===== src/rtl/wd_ocl_csr.sv =====
// wd_ocl_csr: AXI4-Lite CSR slave for the OCL BAR.
// Holds N_RW control registers, exposes N_RO status inputs and two ID words.
// Write address and write data are caught in independent one-entry holding
// registers, so AW and W may arrive in any order; a write commits once both
// are present and no write response is outstanding. A beat that arrives in the
// commit cycle itself is used directly, which gives single-cycle write latency.
module wd_ocl_csr #(
    parameter int          ADDR_W   = 32,
    parameter int          N_RW     = 8,
    parameter int          N_RO     = 8,
    parameter logic [31:0] CTRL_RST = 32'h0,
    parameter logic [31:0] ID0      = 32'hF010_1D0F,
    parameter logic [31:0] ID1      = 32'h1D51_FEDC
) (
    input  logic                clk,
    input  logic                rst,
    input  logic [ADDR_W-1:0]   s_awaddr,
    input  logic                s_awvalid,
    output logic                s_awready,
    input  logic [31:0]         s_wdata,
    input  logic [3:0]          s_wstrb,
    input  logic                s_wvalid,
    output logic                s_wready,
    output logic [1:0]          s_bresp,
    output logic                s_bvalid,
    input  logic                s_bready,
    input  logic [ADDR_W-1:0]   s_araddr,
    input  logic                s_arvalid,
    output logic                s_arready,
    output logic [31:0]         s_rdata,
    output logic [1:0]          s_rresp,
    output logic                s_rvalid,
    input  logic                s_rready,
    output logic [N_RW*32-1:0]  ctrl_o,
    output logic [N_RW-1:0]     ctrl_wr_o,
    input  logic [N_RO*32-1:0]  stat_i
);

    localparam logic [1:0]  RESP_OKAY     = 2'b00;
    localparam logic [1:0]  RESP_SLVERR   = 2'b10;
    localparam logic [31:0] UNMAPPED_DATA = 32'hBAD0_ADD0;

    // Keeps all readies low during reset and for the reset cycle's aftermath,
    // so readies first rise the cycle after rst has been sampled low.
    logic                  ready_block_q;

    logic                  aw_held_q, aw_held_d;
    logic [ADDR_W-1:0]     awaddr_q;
    logic                  w_held_q, w_held_d;
    logic [31:0]           wdata_q;
    logic [3:0]            wstrb_q;

    logic                  bvalid_q;
    logic [1:0]            bresp_q, bresp_d;
    logic                  rvalid_q;
    logic [31:0]           rdata_q, rdata_d;
    logic [1:0]            rresp_q, rresp_d;

    logic [N_RW-1:0][31:0] ctrl_q, ctrl_d;
    logic [N_RW-1:0]       ctrl_wr_q, ctrl_wr_d;

    logic                  aw_hs, w_hs, ar_hs, commit;
    logic [ADDR_W-1:0]     wr_addr;
    logic [31:0]           wr_data;
    logic [3:0]            wr_strb;
    logic [6:0]            wr_idx, rd_idx;
    logic                  wr_in_page, rd_in_page;
    logic                  unused_addr_lsbs;

    assign s_awready = ~aw_held_q & ~ready_block_q;
    assign s_wready  = ~w_held_q & ~ready_block_q;
    assign s_arready = ~rvalid_q & ~ready_block_q;
    assign s_bvalid  = bvalid_q;
    assign s_bresp   = bresp_q;
    assign s_rvalid  = rvalid_q;
    assign s_rdata   = rdata_q;
    assign s_rresp   = rresp_q;
    assign ctrl_o    = ctrl_q;
    assign ctrl_wr_o = ctrl_wr_q;

    assign aw_hs = s_awvalid & s_awready;
    assign w_hs  = s_wvalid & s_wready;
    assign ar_hs = s_arvalid & s_arready;

    // A beat arriving this cycle is usable immediately, held or not.
    assign wr_addr = aw_held_q ? awaddr_q : s_awaddr;
    assign wr_data = w_held_q ? wdata_q : s_wdata;
    assign wr_strb = w_held_q ? wstrb_q : s_wstrb;

    assign commit    = (aw_held_q | aw_hs) & (w_held_q | w_hs) & ~bvalid_q;
    assign aw_held_d = (aw_held_q | aw_hs) & ~commit;
    assign w_held_d  = (w_held_q | w_hs) & ~commit;

    // Word index within the 512-byte page; anything above bit 8 must be zero.
    assign wr_idx     = wr_addr[8:2];
    assign rd_idx     = s_araddr[8:2];
    assign wr_in_page = (wr_addr[ADDR_W-1:9] == '0);
    assign rd_in_page = (s_araddr[ADDR_W-1:9] == '0);

    assign unused_addr_lsbs = ^{wr_addr[1:0], s_araddr[1:0]};

    // Write decode: only control registers accept writes, merged byte by byte.
    always_comb begin
        ctrl_d    = ctrl_q;
        ctrl_wr_d = '0;
        bresp_d   = RESP_SLVERR;
        for (int i = 0; i < N_RW; i++) begin
            if (wr_in_page && (wr_idx == 7'(i))) begin
                bresp_d = RESP_OKAY;
                if (commit) begin
                    ctrl_wr_d[i] = 1'b1;
                    for (int k = 0; k < 4; k++) begin
                        if (wr_strb[k]) begin
                            ctrl_d[i][8*k +: 8] = wr_data[8*k +: 8];
                        end
                    end
                end
            end
        end
    end

    // Read decode: uses the current (pre-write) control value and live status.
    always_comb begin
        rdata_d = UNMAPPED_DATA;
        rresp_d = RESP_SLVERR;
        if (rd_in_page) begin
            for (int i = 0; i < N_RW; i++) begin
                if (rd_idx == 7'(i)) begin
                    rdata_d = ctrl_q[i];
                    rresp_d = RESP_OKAY;
                end
            end
            for (int j = 0; j < N_RO; j++) begin
                if (rd_idx == 7'(64 + j)) begin
                    rdata_d = stat_i[32*j +: 32];
                    rresp_d = RESP_OKAY;
                end
            end
            if (rd_idx == 7'd126) begin
                rdata_d = ID0;
                rresp_d = RESP_OKAY;
            end
            if (rd_idx == 7'd127) begin
                rdata_d = ID1;
                rresp_d = RESP_OKAY;
            end
        end
    end

    // Control/handshake state: holds, responses and the control registers.
    always_ff @(posedge clk) begin
        if (rst) begin
            ready_block_q <= 1'b1;
            aw_held_q     <= 1'b0;
            w_held_q      <= 1'b0;
            bvalid_q      <= 1'b0;
            bresp_q       <= RESP_OKAY;
            rvalid_q      <= 1'b0;
            rdata_q       <= '0;
            rresp_q       <= RESP_OKAY;
            ctrl_q        <= {N_RW{CTRL_RST}};
            ctrl_wr_q     <= '0;
        end else begin
            ready_block_q <= 1'b0;
            aw_held_q     <= aw_held_d;
            w_held_q      <= w_held_d;
            ctrl_q        <= ctrl_d;
            ctrl_wr_q     <= ctrl_wr_d;
            if (commit) begin
                bvalid_q <= 1'b1;
                bresp_q  <= bresp_d;
            end else if (bvalid_q && s_bready) begin
                bvalid_q <= 1'b0;
            end
            if (ar_hs) begin
                rvalid_q <= 1'b1;
                rdata_q  <= rdata_d;
                rresp_q  <= rresp_d;
            end else if (rvalid_q && s_rready) begin
                rvalid_q <= 1'b0;
            end
        end
    end

    // Payload capture for beats that must wait for their partner.
    always_ff @(posedge clk) begin
        if (aw_hs) begin
            awaddr_q <= s_awaddr;
        end
        if (w_hs) begin
            wdata_q <= s_wdata;
            wstrb_q <= s_wstrb;
        end
    end

endmodule


===== config.mk =====
export PLATFORM = sky130hd
export DESIGN_NAME = wd_ocl_csr
export DESIGN_NICKNAME = d
export VERILOG_FILES = /design/src/rtl/wd_ocl_csr.sv
export SDC_FILE = /design/constraint.sdc
export NUM_CORES = 1
export LEC_CHECK = 0
export CAP_MARGIN = 15
export CORE_MARGIN = 8
export CORE_UTILIZATION = 31
export CTS_CLUSTER_DIAMETER = 30
export DETAILED_ROUTE_END_ITERATION = 8
export DONT_BUFFER_PORTS = 1
export PLACE_DENSITY = 0.44
export SLEW_MARGIN = 20
export SYNTH_ARGS = -nofsm -noshare
export SYNTH_HDL_FRONTEND = slang
export SYNTH_SLANG_ARGS = --single-unit

===== constraint.sdc =====
create_clock -name clk -period 2.65 [get_ports clk]
set_input_delay 0.53 -clock clk [delete_from_list [all_inputs] [get_ports clk]]
set_output_delay 0.53 -clock clk [all_outputs]
set_load 0.005 [all_outputs]

== Yosys cells after proc, flatten, opt, wreduce, memory -nomap -nowiden ==
Index checks and enable logic that the tools add are counted.

* Flip-flop bits (word level): 373
* Bits of input ports: 363
* Output and inout bits: 305
* Logic and storage cells: 212

* Equality and inequality tests: 24
* Mux-type cells: 55
* Bitwise operators: 26
* Reduce and logical (&&, ||, !) cells: 56

{| class="wikitable"
|+ Operators by type and width
! cell !! number
|-
| $mux 32 || 21
|-
| $reduce_and 3->1 || 32
|-
| $eq 7x7->1 const B || 10
|-
| $eq 7x3->1 const B || 8
|-
| $mux 2 || 27
|-
| $logic_not 23->1 || 2
|-
| $eq 7x2->1 const B || 4
|-
| $reduce_or 2->1 || 8
|-
| $eq 7x1->1 const B || 2
|-
| $logic_not 7->1 || 2
|-
| $not 1->1 || 14
|-
| $and 1x1->1 || 10
|-
| $logic_and 1x1->1 || 10
|-
| $mux 1 || 6
|-
| $mux 4 || 1
|-
| $reduce_bool 2->1 || 2
|-
| $or 1x1->1 || 2
|}

== Longest topological paths before layout ==
* Depth in word-level cells: 20
* Depth in mapped cells: 11
* Mapped depth without buffers: 6

== Worst setup path before layout ==
No wires, ideal clock.

* Kind: input -> register
* From: input s_araddr[7]
* To: register rdata_q[0], in the netlist s_rdata[0]
* Library setup time: 0.127 ns
* Arrival: 2.160 ns
* Data required time: 2.523 ns
* Path slack: 0.363 ns
* Cell stages on the path: 8
* Buffers on the path: 2
* Cells stage by stage: buf_4 > or4b_1 > buf_6 > nor2_8 > nand2_1 > a2bb2oi_1 > o2111a_1 > or3_1

* Word-level cells in the longest chain between the ends: 20

{| class="wikitable"
|+ RTL lines
! what !! RTL line !! text
|-
| start, declared || 27 || <nowiki>input logic [ADDR_W-1:0] s_araddr,</nowiki>
|-
| $logic_not 7->1 || 128 || <nowiki>if (rd_idx == 7'(i)) begin</nowiki>
|-
| $mux 32 (8 in series) || 128 ||
|-
| $mux 32 (8 in series) || 134 || <nowiki>if (rd_idx == 7'(64 + j)) begin</nowiki>
|-
| $mux 32 || 139 || <nowiki>if (rd_idx == 7'd126) begin</nowiki>
|-
| $mux 32 (*) || 143 || <nowiki>if (rd_idx == 7'd127) begin</nowiki>
|-
| $mux 32 (*) || 126 || <nowiki>if (rd_in_page) begin</nowiki>
|-
| end signal, assigned || 177 || <nowiki>rdata_q <= rdata_d;</nowiki>
|-
| end, declared || 56 || <nowiki>logic [31:0] rdata_q, rdata_d;</nowiki>
|}

Mark *: on every way between the ends. The rest lies on a longest branch, timed or not.
A chain may end at the register's enable or synchronous reset.

== Worst setup path after layout ==
* From: register aw_held_q
* To: register ctrl_q (netlist bit ctrl_o[184])

* Word-level cells in the longest chain between the ends: 7

{| class="wikitable"
|+ RTL lines
! what !! RTL line !! text
|-
| start, declared || 47 || <nowiki>logic aw_held_q, aw_held_d;</nowiki>
|-
| start signal, assigned || 165 || <nowiki>aw_held_q <= aw_held_d;</nowiki>
|-
| $not 1->1 || 70 || <nowiki>assign s_awready = ~aw_held_q & ~ready_block_q;</nowiki>
|-
| $and 1x1->1 || 70 ||
|-
| $and 1x1->1 || 81 || <nowiki>assign aw_hs = s_awvalid & s_awready;</nowiki>
|-
| $or 1x1->1 || 90 || <nowiki>assign commit = (aw_held_q | aw_hs) & (w_held_q | w_hs) & ~bvalid_q;</nowiki>
|-
| $and 1x1->1 (2 in series) || 90 ||
|-
| $reduce_and 3->1 (no line) (*) || n/a ||
|-
| end signal, assigned || 161 || <nowiki>ctrl_q <= {N_RW{CTRL_RST}};</nowiki>
|-
| end signal, assigned || 167 || <nowiki>ctrl_q <= ctrl_d;</nowiki>
|-
| end, declared || 59 || <nowiki>logic [N_RW-1:0][31:0] ctrl_q, ctrl_d;</nowiki>
|}

Marked as above.

==> run_results.csv <==
group,metric,value,unit
detailed_routing,route.vias.total,17600,
synth,yosys.area.top_type,"dfxtp_1",
run,drv_cap,0,
timing,setup_viol,0,
floorplan,row_count,90,
synth,yosys.area_share.xor_xnor,0,%
worst_setup_path,path_class,"flop to flop",
clock_network,clock-sinks,369,
timing,skew,54.4,ps
power,power.leakage,10.5,nW
detailed_routing,drcViolationCount,0,
worst_setup_path,crit_path_start_kind,"flop",
detailed_routing,drtIter0Drc,1529,
floorplan,ioPinCount,668,
power,seqPwrFrac,29.4,%
timing,holdWs,48.2,ps
worst_setup_path,r2r_slack,170,ps
power,ir_drop,0.461,mV
synth,synth-warning-count,0,
detailed_routing,ant_nets,0,
detailed_routing,wire_per_inst,35.2,um
cells_and_area,area_growth,30.2,%
outcome,status,"finished clean",
synth,synth_top_family_by_area,"multiplexers",
synth,synth_cells,1974,
synth,synth.area.mux_share,24.4,%
clock_network,h-tree-depth,3,
clock_network,cts_setup_buffers,0,
clock_network,clk_pin_slew,50,ps
timing,hold_viol_final,0,
worst_setup_path,reg2reg_from,"aw_held_q",
clock_network,cts-buffers-inserted,106,
worst_setup_path,crit_end,"ctrl_o[184]",
floorplan,coreArea,60200,um^2
timing,maxSlewHeadroom,20.1,%
timing,rsz0062_at_grt,"false",
timing,maxSlewViolCount,0,
worst_setup_path,r2r_end,"ctrl_o[184]",
worst_setup_path,cp-end-kind,"flop",
grt,antenna_found_initial,21,
power,internal_power,15.2,mW
synth,ys_seq_elements,369,
power,p_comb_share,5.0,%
timing,fin_crit_sh,93.6,%
worst_setup_path,crit_fanout,8,
power,switchingPower,4.72,mW
synth,synth_ff_type,"dfxtp_1",
timing,timing.setup.tns,0,ps
synth,synth_most_common_cell,"nand2_1",
power,clock_power_share,65.6,%
synth,synth-edff-count,66,
power,finalPower,19.9,mW
timing,max_clock_freq,0.403,GHz
synth,netlist_area,18800,um^2
detailed_routing,first_pass_iters,6,
synth,ys_seq_area_share,42.8,%
cells_and_area,nets,2490,
synth,synthAdderAreaFrac,0,%
detailed_routing,post_drt_via_cell_ratio,5.84,
floorplan,start_util,31.2,%
clock_network,cts_tree,"done",
synth,ys_types,80,
grt,grt_overflow,0,
floorplan,die_x,262,um
grt,grt_usage,29.2,%
clock_network,cts-root-buf,"clkbuf_16",
cells_and_area,nFillCells,5960,
synth,synth_area_per_cell,9.53,um^2
floorplan,design.die.area,68800,um^2
grt,grt_pass1_vias,17700,
cells_and_area,fin_area,24500,um^2
worst_setup_path,rr_worst_depth,7,
clock_network,clk_latency,650,ps
clock_network,cts_buffer_depth,3,
placed_design,dpl_cell_area,20100,um^2
worst_setup_path,critical_path_arrival,2970,ps
timing,min_period,2480,ps
synth,ys_async_sr_fraction,0,%
min_path,hold_path_class,"input port to flop",
placed_design,port_buffers,0,
cells_and_area,fin_util,40.7,%
floorplan,die_y,262,um
power,p_per_area,812,nW/um^2
placed_design,gp_congestion,0.925,
grt,grt_pass1_wl,146000,um
synth,synthSimpleGateAreaFrac,16.0,%
worst_setup_path,cp-startpoint,"aw_held_q",
synth,synth_common_cells,"389 x nand2_1, 323 x mux2i_1, 303 x dfxtp_1",
synth,synth_compound_area_share,13.4,%
timing,worst-slew-pin-transition,1190,ps
grt,grt_start_max_net_pins,196,
synth,yosys.area.top_type_share,32.2,%
worst_setup_path,required,3140,ps
placed_design,dpl.hpwl,81300,um
synth,synthTopCellsByArea,"dfxtp_1 32%, mux2i_1 17%, edfxtp_1 11%",
cells_and_area,layout-drive-gt1-share,19.4,%
power,p_sw_share,23.7,%
detailed_routing,wl,106000,um
[power groups by stage]
stage          sequential, mW  combinational (mW)  clock (mW)
2_1_floorplan            5.94               0.666           0
6_report                 5.85               0.992        13.0
3_5_place_dp             5.95               0.892           0
5_1_grt                  5.86                1.05        13.5
4_1_cts                  5.85               0.986        13.2
3_3_place_gp             5.95               0.885           0
[cells in the final DEF (no fill, tap or decap), types with 26 or more instances in the layout]
master and instances:
o22ai_1 26, nand2_1 389, nor2_1 106, a21oi_1 95, o21ai_0 97, nand3_1 30, mux4_2 31, nand2_2 33
edfxtp_1 66, clkbuf_16 109, buf_4 92, mux2i_1 323, mux2_2 59, dlygate4sd3_1 67, dfxtp_1 302
[cell families after synthesis]
kind of cell	after synthesis
AO/OA/AOI/OAI	380
flip-flops	369
multiplexers	413
buffers and inverters	135
other	1
AND/OR/NAND/NOR	676
[metrics by stage]
stage / instances / worst slack [ps]
final: 3011 / 169
after detailed placement: 2734 / 57.1
after global routing: 3011 / 22.3
after floorplan: 1975 / 363
after CTS: 2999 / 175
after global placement: 2734 / 60.2
[layout make-up]
class	count	area (um^2)	area share [%]
multi-input cells	1471	10100	41.4
flip-flops and latches	369	8050	32.8
clock buffers	135	2890	11.8
repair buffers	169	1560	6.37
well taps	782	978	3.99
clock inverters	63	810	3.30
inverters	10	45.0	0.184
diodes	12	30.0	0.123
[worst max-delay path, cell delays in order (launching register included)]
cell     delay, ps
dfxtp_1        500
nor4b_1        330
and4_1         290
nand3_1         90
buf_4          200
a21oi_4        370
nand2_2        330
mux2i_1        210
[repair_timing]
item | 4_1_cts | 5_1_grt
setup endpoints to repair | 0 | 1
hold buffers | 67 | 0
endpoints found under the hold margin | 83 | 0
resized for setup | 0 | 1
[worst min-delay path by stage]
stage | start | end | slack (ps) | cells after the start
2_1_floorplan | s_bresp[1] | s_bresp[1] | 450 | 2
3_3_place_gp | ctrl_o[68] | ctrl_o[68] | 490 | 2
3_5_place_dp | ctrl_o[64] | ctrl_o[64] | 500 | 2
4_1_cts | s_bready | s_bvalid | 10 | 3
5_1_grt | s_bready | s_bvalid | 40 | 3
6_report | s_bready | s_bvalid | 50 | 3
[routing by layer]
metal | wire [um] | track usage, % | vias to the layer above
li1 | - | - | 7607
met4 | 4030 | 10.8 | 2
met3 | 10300 | 10.9 | 192
met5 | 12 | 0 | -
met2 | 51000 | 49.6 | 959
met1 | 40500 | 33.3 | 8810
[flip-flops by register name, indices dropped and copies added, names as in the netlist, 4 cells and up]
signal / count
awaddr_q: 30
ctrl_o: 256
ctrl_wr_o: 8
s_rdata: 32
wdata_q: 32
wstrb_q: 4
No activity file was read; power rests on OpenSTA's default activity.
